File: config.mk
export PLATFORM = sky130hd
export DESIGN_NAME = l1_read_seq
export DESIGN_NICKNAME = d
export VERILOG_FILES = /design/src/rtl/l1_pkg.sv /design/src/rtl/l1_read_seq.sv
export SDC_FILE = /design/constraint.sdc
export NUM_CORES = 1
export LEC_CHECK = 0
export BUFFER_PORTS_ARGS = -buffer_cell sky130_fd_sc_hd__buf_2
export CAP_MARGIN = 20
export CORE_MARGIN = 1
export CORE_UTILIZATION = 46
export CTS_BUF_LIST = sky130_fd_sc_hd__clkbuf_16
export DETAILED_ROUTE_END_ITERATION = 8
export PLACE_DENSITY_LB_ADDON = 0.1
export RECOVER_POWER = 100
export SYNTH_ARGS = -nofsm -noshare
export SYNTH_HDL_FRONTEND = slang
export SYNTH_SLANG_ARGS = --single-unit
File: constraint.sdc
create_clock -name clk1x -period 1.5 [get_ports clk1x]
set_input_delay 0.3 -clock clk1x [delete_from_list [all_inputs] [get_ports clk1x]]
set_output_delay 0.3 -clock clk1x [all_outputs]
set_load 0.005 [all_outputs]
File: src/rtl/l1_pkg.sv
// -----------------------------------------------------------------------------
// l1_pkg
// Shared definitions for the L1 line-read sequencer.
//   state_e    : sequencer FSM state (IDLE / BURST)
//   l1_req_t   : field packing of the request word i_d = {line, start_beat, len_m1}
//   l1_addr_t  : field packing of the read address o_d = {line, beat}
// The packed structs are sized for the default geometry (WAYS=8,
// RAM_DEPTH=512); the sequencer itself slices i_d/o_d by its own parameters
// so other geometries remain usable.
// -----------------------------------------------------------------------------
package l1_pkg;

  typedef enum logic [0:0] {
    ST_IDLE  = 1'b0,
    ST_BURST = 1'b1
  } state_e;

  localparam int unsigned L1_WAYS       = 8;
  localparam int unsigned L1_RAM_DEPTH  = 512;
  localparam int unsigned L1_WAYS_WIDTH = $clog2(L1_WAYS);
  localparam int unsigned L1_LINE_WIDTH = $clog2(L1_RAM_DEPTH) - 1;

  typedef struct packed {
    logic [L1_LINE_WIDTH-1:0] line;
    logic [L1_WAYS_WIDTH-1:0] start_beat;
    logic [L1_WAYS_WIDTH-1:0] len_m1;
  } l1_req_t;

  typedef struct packed {
    logic [L1_LINE_WIDTH-1:0] line;
    logic [L1_WAYS_WIDTH-1:0] beat;
  } l1_addr_t;

endpackage

File: src/rtl/l1_read_seq.sv
// -----------------------------------------------------------------------------
// l1_read_seq
// Expands a cache-line read request into a sequence of per-beat BRAM read
// addresses, critical beat first, wrapping within the line.
//
// Ports
//   clk1x   in   single clock, rising edge
//   reset   in   synchronous, active-low reset
//   i_v     in   request valid
//   i_r     out  request ready
//   i_d     in   request {line, start_beat, len_m1}
//   o_v     out  read-address valid (registered)
//   o_r     in   read-address ready from the BRAM read stage
//   o_d     out  read address {line, beat} (registered)
//   o_last  out  final beat of the current request, qualified by o_v
// -----------------------------------------------------------------------------
module l1_read_seq
  import l1_pkg::*;
#(
  parameter  int WAYS       = 8,
  parameter  int RAM_DEPTH  = 512,
  localparam int WAYS_WIDTH = $clog2(WAYS),
  localparam int ADDR_WIDTH = $clog2(RAM_DEPTH),
  localparam int LINE_WIDTH = ADDR_WIDTH - 1
) (
  input  logic                             clk1x,
  input  logic                             reset,
  input  logic                             i_v,
  output logic                             i_r,
  input  logic [LINE_WIDTH+2*WAYS_WIDTH-1:0] i_d,
  output logic                             o_v,
  input  logic                             o_r,
  output logic [LINE_WIDTH+WAYS_WIDTH-1:0] o_d,
  output logic                             o_last
);

  // Request fields
  logic [LINE_WIDTH-1:0] req_line_s;
  logic [WAYS_WIDTH-1:0] req_start_s;
  logic [WAYS_WIDTH-1:0] req_len_m1_s;

  // Handshake qualifiers
  logic out_hs_s;
  logic i_r_s;
  logic accept_s;

  // Sequencer state and output registers
  state_e                state_r;
  logic [LINE_WIDTH-1:0] line_r;
  logic [WAYS_WIDTH-1:0] beat_r;
  logic [WAYS_WIDTH-1:0] rem_r;
  logic                  o_v_r;
  logic                  o_last_r;

  assign req_line_s   = i_d[LINE_WIDTH+2*WAYS_WIDTH-1 : 2*WAYS_WIDTH];
  assign req_start_s  = i_d[2*WAYS_WIDTH-1 : WAYS_WIDTH];
  assign req_len_m1_s = i_d[WAYS_WIDTH-1 : 0];

  // Handshake decode. Ready is also raised while the last beat is being
  // taken so a queued request loads into the output register in the same
  // edge and the address stream has no bubble between requests.
  always_comb begin
    out_hs_s = o_v_r & o_r;
    i_r_s    = (state_r == ST_IDLE) | (out_hs_s & o_last_r);
    accept_s = i_v & i_r_s;
  end

  assign i_r    = i_r_s;
  assign o_v    = o_v_r;
  assign o_d    = {line_r, beat_r};
  assign o_last = o_last_r;

  // Sequencer FSM with registered address/valid/last outputs.
  always_ff @(posedge clk1x) begin
    if (!reset) begin
      state_r  <= ST_IDLE;
      line_r   <= '0;
      beat_r   <= '0;
      rem_r    <= '0;
      o_v_r    <= 1'b0;
      o_last_r <= 1'b0;
    end else if (accept_s) begin
      // New request: first beat is presented the following cycle. The line
      // is latched once and held for every beat of the request.
      state_r  <= ST_BURST;
      line_r   <= req_line_s;
      beat_r   <= req_start_s;
      rem_r    <= req_len_m1_s;
      o_v_r    <= 1'b1;
      o_last_r <= (req_len_m1_s == WAYS_WIDTH'(0));
    end else begin
      case (state_r)
        ST_IDLE: begin
          state_r  <= ST_IDLE;
          o_v_r    <= 1'b0;
          o_last_r <= 1'b0;
        end
        ST_BURST: begin
          if (out_hs_s) begin
            if (o_last_r) begin
              // Last beat taken and nothing queued behind it.
              state_r  <= ST_IDLE;
              o_v_r    <= 1'b0;
              o_last_r <= 1'b0;
            end else begin
              // Beat index wraps by truncation, giving the critical-beat-
              // first order within the line.
              state_r  <= ST_BURST;
              beat_r   <= beat_r + WAYS_WIDTH'(1);
              rem_r    <= rem_r - WAYS_WIDTH'(1);
              o_last_r <= (rem_r == WAYS_WIDTH'(1));
            end
          end else begin
            // Stalled by the read stage: everything holds.
            state_r <= ST_BURST;
          end
        end
        default: begin
          state_r  <= ST_IDLE;
          rem_r    <= '0;
          o_v_r    <= 1'b0;
          o_last_r <= 1'b0;
        end
      endcase
    end
  end

endmodule

==> flow_summary.toml <==
[run_status]
status = "finished, final reports clean"

[worst_setup_path]
r2r_start = "o_v"
max_stage_delay_ns = 0.35
crit_family = "simple AND/OR/NAND/NOR gates"
cp-start-kind = "flop"
cp.required_ns = 1.67
cp_num_buf_inv = 1
cp_slowest_cell = "or3_1"
crit_path_end_kind = "flop"
path_cells = "nand3_1 -> a21boi_2 -> buf_12 -> or3_1 -> a31oi_1"
crit_type = "flop to flop"
rrSetupSlack_ns = 0.16
reg2reg_to = "beat_r[0]"
reg2regPathDepth = 5
critPathMaxFanout = 20
cp_data_arrival_time_ns = 1.52

[route]
firstDrtPassIters = 4
wl_per_cell_um = 11.5
drtAntennaViolNets = 0
vias_per_cell = 4.97
drt_iter0_drc = 10
via_count = 715
drc = 0
routed_wl_um = 1650

[sta]
rsz0062_at_grt = "no"
relSlewSlack_pct = 76.5
fin_ws_ns = 0.156
finalMaxSlewViolations = 0
setup_viol = 0
finalCriticalPeriod_ns = 1.34
fmax_ghz = 0.744
post-route-period-util_pct = 89.6
skew_ns = 0.00200
finalSetupTns_ns = 0
final_hold_viol_count = 0
worstMarginPinSlew_ns = 0.352
whs_ns = 0.287

[grt]
grt_pass1_wl_um = 2840
grt_pass1_vias = 665
antenna_found_initial = 0
track_usage_pct = 20.2
grt_start_max_net_pins = 21
overflow = 0

[power_and_ir_drop]
pwr_density_cell_nw_per_um2 = 1190
irDropWorstVdd_v = 0.000821
p_leak_uw = 0.000490

[floorplanning]
io_pins = 32
initial_utilization_pct = 51.6
die_area_sq_um = 1960
placementRows = 14
coreArea_sq_um = 1590
die_x_um = 44.3
dieHeight_um = 44.3

[cts]
clock_sinks = 17
cts_max_level = 1
ctsResizeCount = 0
postCtsSetupRepairBufs = 0
cts_hold_buf = 0
clock_latency_ns = 0.25
cts_buffer_depth = 2
cts-root-buf = "clkbuf_16"
cts_buffers = 3
cts_tree = "built"
clk_pin_slew_worst_paths_ns = 0.05

[synth]
synth_area_leaders = "dfxtp_1, mux2i_1, nand2_1, ha_1, nor2_1"
syn_avg_cell_area_sq_um = 9.45
synth-edff-count = 0
synth_seq_area_share_pct = 41.4
synth_ff_type = "dfxtp_1"
synth.top_cell.area_share_pct = 41.4
async_flop_share_pct = 0
yosysMostFrequentCell = "dfxtp_1"
synth_area_sq_um = 822
synth_cell_types = 24
synth_nets = 108
yosys.area.top_type = "dfxtp_1"
ys_warn_count = 0
synthCells = 87
synth_commonest_cells = "dfxtp_1, nand2_1, mux2i_1"
ys_seq_elements = 17

[job]
cap_violations = 0

[worst_hold_path]
hold_end = "line_r[4]"
min_from = "i_d[10]"
min_path_cells = 3
hold_class = "primary input to flop"

[place]
dp_slack_ns = 0.128
port_buffers = 31
hpwl_um = 1200
finalWeightedCongestion = 0.735

[cells_and_area]
n_antenna_cell = 0
area_growth_pct = 28.6
fin_nets = 142
drive_gt1_share_pct = 30.0
==> kinds of logic after synthesis <==
group	count (synthesis)	synth area share, %
muxes	11	13.4
AOI/OAI and AO/OA	17	14.9
and+or+nand+nor	32	18.7
adders and majority gates	3	4.57
buffers and inverters	7	7.00
DFF	17	41.4
==> power breakdown <==
group / total [uW] / internal (uW) / switching [uW]
Combinational: 205 / 108 / 96.3
Sequential: 518 / 490 / 28.7
Clock: 534 / 354 / 180
Total: 1260 / 952 / 305
==> stage by stage <==
stage                     power (uW)  instance area [sq um]  cells  util [%]
after floorplan                  664                    822     87         -
after global placement           727                    988    140      62.0
after detailed placement         735                    988    140      62.0
after CTS                       1280                   1070    144      67.0
after global routing            1320                   1060    144      66.3
final                           1260                   1060    144      66.3
==> final cells by class <==
cell class	instances	area (sq um)
Fill cell	151	537
Multi-Input combinational cell	63	419
Sequential cell	17	340
Timing Repair Buffer	33	178
Clock buffer	3	75.1
Tap cell	24	30.0
Inverter	3	11.3
Clock inverter	1	3.75
==> worst register-to-register path: cells and delay by family, from the launching register on <==
kind,cells,cell delay (ns)
flops,1,0.33
compound gates,2,0.27
simple gates,2,0.49
buf+inv,1,0.17
==> metal layers <==
metal	GRT usage (%)	share of wire, %	vias to the layer above
met5	0	0	-
met4	7.27	1.4	0
met3	6.53	5.4	3
met2	33.8	49	22
met1	24.2	44	324
li1	-	-	366
==> worst max-delay path by stage <==
stage	depth (start not counted)	from	end	slack, ns
floorplan	6	o_v	line_r[1]	0.23
global placement	5	i_v	beat_r[0]	0.18
detailed placement	5	i_v	beat_r[0]	0.13
CTS	4	state_r	beat_r[0]	0.17
global route	4	state_r	rem_r[2]	0.03
finish	5	o_v	beat_r[0]	0.16
==> sequential cells by signal, indices dropped and copies added (netlist names) <==
signal and count:
rem_r 3, line_r 8, o_v 1, state_r 1, o_last 1, beat_r 3
==> placed cells by master (no fill, tap or decap) <==
master and instances:
dfxtp_1 17, and2b_4 1, buf_12 1, inv_1 4, nand3_1 1, clkbuf_16 3
or3_1 2, nor2_1 9, o22ai_1 2, o21a_1 2, o21ai_0 4, clkbuf_1 4
a31oi_1 3, a21boi_2 1, buf_4 1, nor3_1 2, o2bb2ai_2 1, buf_2 27
mux2i_1 11, or2_1 1, a2bb2oi_2 1, ha_1 3, a21oi_1 3, nor3b_1 1
nand2_1 12, nor2b_1 3
(Power assumes the default switching activity.)
